==> src/rtl/mdu_pkg.sv <==
`default_nettype none
// ============================================================================
// Module      : mdu_pkg
// Description : Shared types and constants for the multiply/divide unit.
// Revision    : 1.0 - initial release
// ============================================================================
package mdu_pkg;

    localparam int DIV_WIDTH = 32;

    typedef enum logic [1:0] {
        IDLE = 2'd0,
        CALC = 2'd1,
        FIX  = 2'd2,
        DONE = 2'd3
    } div_state_t;

    // RISC-V results for x/0 quotient and the most negative signed value
    localparam logic [DIV_WIDTH-1:0] DIV_BY_ZERO_Q = {DIV_WIDTH{1'b1}};
    localparam logic [DIV_WIDTH-1:0] INT_MIN       = {1'b1, {(DIV_WIDTH-1){1'b0}}};

endpackage : mdu_pkg
`default_nettype wire

==> src/rtl/div_step.sv <==
`default_nettype none
// ============================================================================
// Module      : div_step
// Description : One radix-2 restoring division iteration (shift, trial
//               subtract, restore). Purely combinational.
// Revision    : 1.0 - initial release
// ============================================================================
module div_step #(
    parameter int WIDTH = 32
) (
    input  logic [WIDTH:0]   r_i,
    input  logic [WIDTH-1:0] q_i,
    input  logic [WIDTH-1:0] d_i,
    output logic [WIDTH:0]   r_o,
    output logic [WIDTH-1:0] q_o
);

    // Shifted partial remainder carries one extra top bit so the borrow of
    // the trial subtraction lands in a bit that can never be a magnitude bit.
    logic [WIDTH+1:0] w_shift;
    logic [WIDTH+1:0] w_diff;
    logic             w_ge;

    assign w_shift = {r_i, q_i[WIDTH-1]};
    assign w_diff  = w_shift - {2'b00, d_i};
    assign w_ge    = ~w_diff[WIDTH+1];

    assign r_o = w_ge ? w_diff[WIDTH:0] : w_shift[WIDTH:0];
    assign q_o = {q_i[WIDTH-2:0], w_ge};

endmodule : div_step
`default_nettype wire

==> src/rtl/seq_divider.sv <==
`default_nettype none
// ============================================================================
// Module      : seq_divider
// Description : Iterative 32-cycle restoring divider, signed/unsigned, with
//               RISC-V divide-by-zero and overflow semantics and a
//               start/busy/done handshake.
// Revision    : 1.0 - initial release
// ============================================================================
module seq_divider
    import mdu_pkg::*;
#(
    parameter int WIDTH = DIV_WIDTH
) (
    input  logic             clk,
    input  logic             rstn,
    input  logic             start,
    input  logic             is_signed,
    input  logic [WIDTH-1:0] a,
    input  logic [WIDTH-1:0] b,
    output logic             busy,
    output logic             done,
    output logic [WIDTH-1:0] quotient,
    output logic [WIDTH-1:0] remainder
);

    localparam int CNT_W = $clog2(WIDTH);

    div_state_t       state_q, state_d;
    logic [CNT_W-1:0] cnt_q,   cnt_d;
    logic [WIDTH:0]   r_q,     r_d;
    logic [WIDTH-1:0] q_q,     q_d;
    logic [WIDTH-1:0] dvs_q,   dvs_d;
    logic             qneg_q,  qneg_d;
    logic             rneg_q,  rneg_d;
    logic [WIDTH-1:0] quo_q,   quo_d;
    logic [WIDTH-1:0] rem_q,   rem_d;

    logic [WIDTH:0]   w_step_r;
    logic [WIDTH-1:0] w_step_q;
    logic [WIDTH-1:0] w_mag_a;
    logic [WIDTH-1:0] w_mag_b;

    assign w_mag_a = (is_signed && a[WIDTH-1]) ? -a : a;
    assign w_mag_b = (is_signed && b[WIDTH-1]) ? -b : b;

    div_step #(.WIDTH(WIDTH)) u_div_step (
        .r_i (r_q),
        .q_i (q_q),
        .d_i (dvs_q),
        .r_o (w_step_r),
        .q_o (w_step_q)
    );

    // State and datapath registers; reset discards any partial result
    always_ff @(posedge clk or negedge rstn) begin
        if (!rstn) begin
            state_q <= IDLE;
            cnt_q   <= '0;
            r_q     <= '0;
            q_q     <= '0;
            dvs_q   <= '0;
            qneg_q  <= 1'b0;
            rneg_q  <= 1'b0;
            quo_q   <= '0;
            rem_q   <= '0;
        end else begin
            state_q <= state_d;
            cnt_q   <= cnt_d;
            r_q     <= r_d;
            q_q     <= q_d;
            dvs_q   <= dvs_d;
            qneg_q  <= qneg_d;
            rneg_q  <= rneg_d;
            quo_q   <= quo_d;
            rem_q   <= rem_d;
        end
    end

    // Next-state, iteration and sign fix-up logic
    always_comb begin
        state_d = state_q;
        cnt_d   = cnt_q;
        r_d     = r_q;
        q_d     = q_q;
        dvs_d   = dvs_q;
        qneg_d  = qneg_q;
        rneg_d  = rneg_q;
        quo_d   = quo_q;
        rem_d   = rem_q;

        case (state_q)
            IDLE: begin
                if (start) begin
                    dvs_d  = w_mag_b;
                    qneg_d = is_signed & (a[WIDTH-1] ^ b[WIDTH-1]);
                    rneg_d = is_signed & a[WIDTH-1];
                    cnt_d  = '0;
                    // Corner cases preload the final Q/R and pass through FIX
                    // with no sign correction, giving one busy cycle before done.
                    if (b == '0) begin
                        q_d     = DIV_BY_ZERO_Q;
                        r_d     = {1'b0, a};
                        qneg_d  = 1'b0;
                        rneg_d  = 1'b0;
                        state_d = FIX;
                    end else if (is_signed && (a == INT_MIN) && (b == '1)) begin
                        q_d     = INT_MIN;
                        r_d     = '0;
                        qneg_d  = 1'b0;
                        rneg_d  = 1'b0;
                        state_d = FIX;
                    end else begin
                        q_d     = w_mag_a;
                        r_d     = '0;
                        state_d = CALC;
                    end
                end
            end
            CALC: begin
                r_d   = w_step_r;
                q_d   = w_step_q;
                cnt_d = cnt_q + CNT_W'(1);
                if (cnt_q == CNT_W'(WIDTH - 1)) begin
                    state_d = FIX;
                end
            end
            FIX: begin
                quo_d   = qneg_q ? -q_q : q_q;
                rem_d   = rneg_q ? -r_q[WIDTH-1:0] : r_q[WIDTH-1:0];
                state_d = DONE;
            end
            DONE: begin
                state_d = IDLE;
            end
            default: begin
                state_d = IDLE;
            end
        endcase
    end

    assign busy      = (state_q == CALC) || (state_q == FIX);
    assign done      = (state_q == DONE);
    assign quotient  = quo_q;
    assign remainder = rem_q;

endmodule : seq_divider
`default_nettype wire

==> config.mk <==
export PLATFORM = sky130hd
export DESIGN_NAME = seq_divider
export DESIGN_NICKNAME = d
export VERILOG_FILES = /design/src/rtl/mdu_pkg.sv /design/src/rtl/div_step.sv /design/src/rtl/seq_divider.sv
export SDC_FILE = /design/constraint.sdc
export NUM_CORES = 1
export LEC_CHECK = 0
export BUFFER_PORTS_ARGS = -buffer_cell sky130_fd_sc_hd__buf_2
export CORE_UTILIZATION = 54
export DETAILED_ROUTE_END_ITERATION = 12
export PLACE_DENSITY = 0.77
export SETUP_SLACK_MARGIN = 0.3
export SLEW_MARGIN = 10
export SYNTH_ARGS = -nofsm -noshare
export SYNTH_HDL_FRONTEND = slang
export SYNTH_HIERARCHICAL = 1
export SYNTH_SLANG_ARGS = --single-unit
==> constraint.sdc <==
create_clock -name clk -period 3.3 [get_ports clk]
set_input_delay 0.33 -clock clk [delete_from_list [all_inputs] [get_ports clk]]
set_output_delay 0.33 -clock clk [all_outputs]
set_load 0.02 [all_outputs]
==> impl_metrics.env <==
export IMPL_dr_pass1_iters=5
export IMPL_final_antenna_net_count=0
export IMPL_vdd_ir_drop_max_mv=0.7822
export IMPL_synth_top_area_share_pct=35.47
export IMPL_worst_endpoint_arrival_ns=3.57
export IMPL_final_layout_size_suffix_gt1_share_pct=24.24
export IMPL_p_per_area_nw_per_um2=1328
export IMPL_place_congestion=0.9535
export IMPL_rsz0062_at_grt="true"
export IMPL_worstSetupStartpointType="flop"
export IMPL_synth_nets=1558
export IMPL_grt_pass1_vias=10710
export IMPL_synth_seq_cells=170
export IMPL_clk_pin_slew_ns=0.07
export IMPL_path_max_fanout=7
export IMPL_multiInputGateArea_um2=7498
export IMPL_drcViolationCount=0
export IMPL_finalHoldViolations=0
export IMPL_portBuffers=133
export IMPL_syn_cell_area_um2=11990
export IMPL_holdCritPathClass="primary input to flop"
export IMPL_rows=54
export IMPL_die_w_um=151.0
export IMPL_synth_cell_types=72
export IMPL_relSlewSlack_pct=12.72
export IMPL_ios=134
export IMPL_wl_mm=36.63
export IMPL_synthTopCellsByArea="dfrtp_1 (35%), xor2_1 (7.7%), nor2_1 (5.8%)"
export IMPL_grt_usage_pct=31.93
export IMPL_p_leak_nw=6.320
export IMPL_hpwl_mm=26.38
export IMPL_cts_buffers=17
export IMPL_route_vias_total=11520
export IMPL_status="complete, no violations"
export IMPL_seq_area_frac_synth_pct=35.47
export IMPL_start_util_pct=54.95
export IMPL_fin_crit_sh_pct=98.70
export IMPL_fmax_ghz=0.3070
export IMPL_seq_area_um2=4258
export IMPL_htreeDepth=4
export IMPL_grt_pass1_wl_mm=55.89
export IMPL_finalSetupViolCount=0
export IMPL_antenna_found_initial=2
export IMPL_async_flop_share_pct=100.0
export IMPL_core_area_um2=21820
export IMPL_die_area_um2=22810
export IMPL_end_kind="flop"
export IMPL_min_period_ns=3.257
export IMPL_diodes=0
export IMPL_postSynthAreaPerCell_um2=8.294
export IMPL_clk_latency_ns=0.44
export IMPL_worst_slew_pin_slew_ns=1.304
export IMPL_yosys_warnings=6
export IMPL_drt_iter0_drc=912
export IMPL_final_nets=1720
export IMPL_path_class="flop to flop"
export IMPL_die_y_um=151.0
export IMPL_clock_skew_ns=0.01380
export IMPL_wl_per_cell_um=19.27
export IMPL_cts_root_buf="clkbuf_16"
export IMPL_whs_ns=0.2075
export IMPL_clk_path_buf_depth=2
export IMPL_via_per_inst=6.061
export IMPL_finalSetupTns_ns=0
export IMPL_synthCells=1446
export IMPL_synth_top_cell_by_area="dfrtp_1"
export IMPL_clock_sinks=170
export IMPL_drv_slew=0
export IMPL_synth_flop_cell="dfrtp_1"
export IMPL_drv_cap=0
export IMPL_tritoncts="yes"
export IMPL_critPathRequiredTime_ns=3.62
export IMPL_grt_max_degree=71
export IMPL_nFillCells=1763
export IMPL_grt_ovfl_total=0
export IMPL_synth_edff_count=0
export IMPL_areaGrowthSynthToFinish_pct=21.42
## worst max-delay path: stages, from the launching register on
cell      delay, ns
dfrtp_2        0.43
ha_4           0.29
and3_4         0.18
or3b_4         0.40
a211oi_4       0.19
o31ai_2        0.08
and3_4         0.19
o31a_4         0.30
xor2_4         0.22
clkinv_4       0.15
mux2_4         0.34
a221oi_4       0.29
nor2_1         0.08
## per-stage QoR
| stage | area [um^2] | setup WS (ns) | total power [mW] | cells | utilization [%] |
|---|---|---|---|---|---|
| 2_1_floorplan | 12140 | 0.1910 | 11.96 | 1446 | - |
| 3_5_place_dp | 13390 | -0.03191 | 15.18 | 1844 | 61.33 |
| 3_3_place_gp | 13390 | 0.04032 | 14.94 | 1844 | 61.33 |
| 6_report | 14560 | 0.04285 | 19.34 | 1901 | 66.72 |
| 5_1_grt | 14560 | -0.07433 | 20.74 | 1901 | 66.72 |
| 4_1_cts | 14140 | 0.05128 | 17.77 | 1887 | 64.79 |
## layout by cell type (no fill, tap or decap), types with 11 or more instances in the layout
master     synthesis  layout
a211oi_1          16      15
a21o_1            24      24
a21oi_1          110     105
a221oi_1          34      19
a221oi_2           0      14
a31oi_1           17      17
buf_2              6     132
buf_4             32     105
clkbuf_16          0      19
dfrtp_1          170     167
ha_1              43      32
inv_1             56      55
nand2_1          140     129
nand3_1           12      12
nand4_1           15      15
nor2_1           184     183
nor3_1            38      38
nor4_1            13      11
o21ai_0          112     102
o22ai_1           13      13
o31ai_1           39      33
o41ai_1           13      13
or3_1             14      13
xnor2_1           43      43
xor2_1           105     105
## where the power goes
group	switching, mW	internal, mW
Combinational	7.51	5.82
Clock	0.924	1.05
Sequential	0.887	3.16
## area by class of cell
class                   instances  share of cell area, %
well taps                     280                  2.406
inverters                      58                  1.529
flip-flops and latches        170                  29.24
clock inverters                13                 0.8077
repair buffers                253                  11.55
clock buffers                  19                  2.973
multi-input cells            1108                  51.49
## synthesized netlist by cell type, types with 3 or more instances
cell and number:
a21o_1 24, a221oi_1 34, buf_2 6, or4_4 4, nand3_1 12, o21bai_1 7
nor4_1 13, nor3_1 38, ha_1 43, a211oi_1 16, xor2_1 105, a31o_2 3
nor2_1 184, nand4_1 15, a21oi_1 110, xnor2_1 43, a41oi_1 6, buf_1 4
or2_2 7, and3_1 5, a31oi_1 17, o22ai_1 13, o21ai_0 112, or3_1 14
o41ai_1 13, nor2b_1 10, buf_4 32, mux2i_1 5, nand2_1 140, mux2_2 12
nand2b_1 9, o21a_1 4, dfrtp_1 170, o31ai_1 39, o211ai_1 4, inv_1 56
clkbuf_1 66, or4_1 10
## sequential cells by signal, summed over array words and instances (netlist names)
signal / cells
cnt_q: 5
dvs_q: 32
q_q: 32
qneg_q: 1
quotient: 32
r_q: 33
remainder: 32
rneg_q: 1
state_q: 2
## layer usage
metal  global-route usage, %  wire length [um]  share of wire [%]
met1                   44.27             16240                 44
met2                   47.48             16030                 44
met3                   7.440              3118                8.5
met4                   13.70              1241                3.4
met5                       0                 0                  0
## what timing repair did
action / CTS / global route
gates resized for setup: 32 / 56
gates cloned: 0 / 5
hold buffers: 1 / 0
endpoints found under the setup margin: 34 / 35
hold endpoints to repair: 65 / 0
setup buffers: 10 / 9
pin swaps: 28 / 42
## cells by family after synthesis
| kind of cell | synth area share, % |
|---|---|
| adder cells (fa/ha/maj) | 4.653 |
| AND/OR/NAND/NOR | 18.41 |
| flip-flops | 35.47 |
| buffers and inverters | 6.395 |
| AO/OA/AOI/OAI | 22.48 |
| multiplexers | 1.544 |
| XOR/XNOR | 11.04 |
## worst paths after layout
check	slack, ns	endpoint	startpoint	cells past startpoint
setup reg to reg	0.04	r_q[31]$_DFFE_PN0P_	r_q[7]$_DFFE_PN0P_	12
min in group asynchronous	0.47	quotient[27]$_DFFE_PN0P_	rstn	2
hold / removal	0.21	dvs_q[1]$_DFFE_PN0P_	b[1]	3
setup / recovery	0.04	r_q[31]$_DFFE_PN0P_	r_q[7]$_DFFE_PN0P_	12
hold reg to reg	0.48	dvs_q[24]$_DFFE_PN0P_	dvs_q[24]$_DFFE_PN0P_	2
max in group asynchronous	1.92	dvs_q[5]$_DFFE_PN0P_	rstn	4
Note: power is estimated with default switching activity, not from simulation.
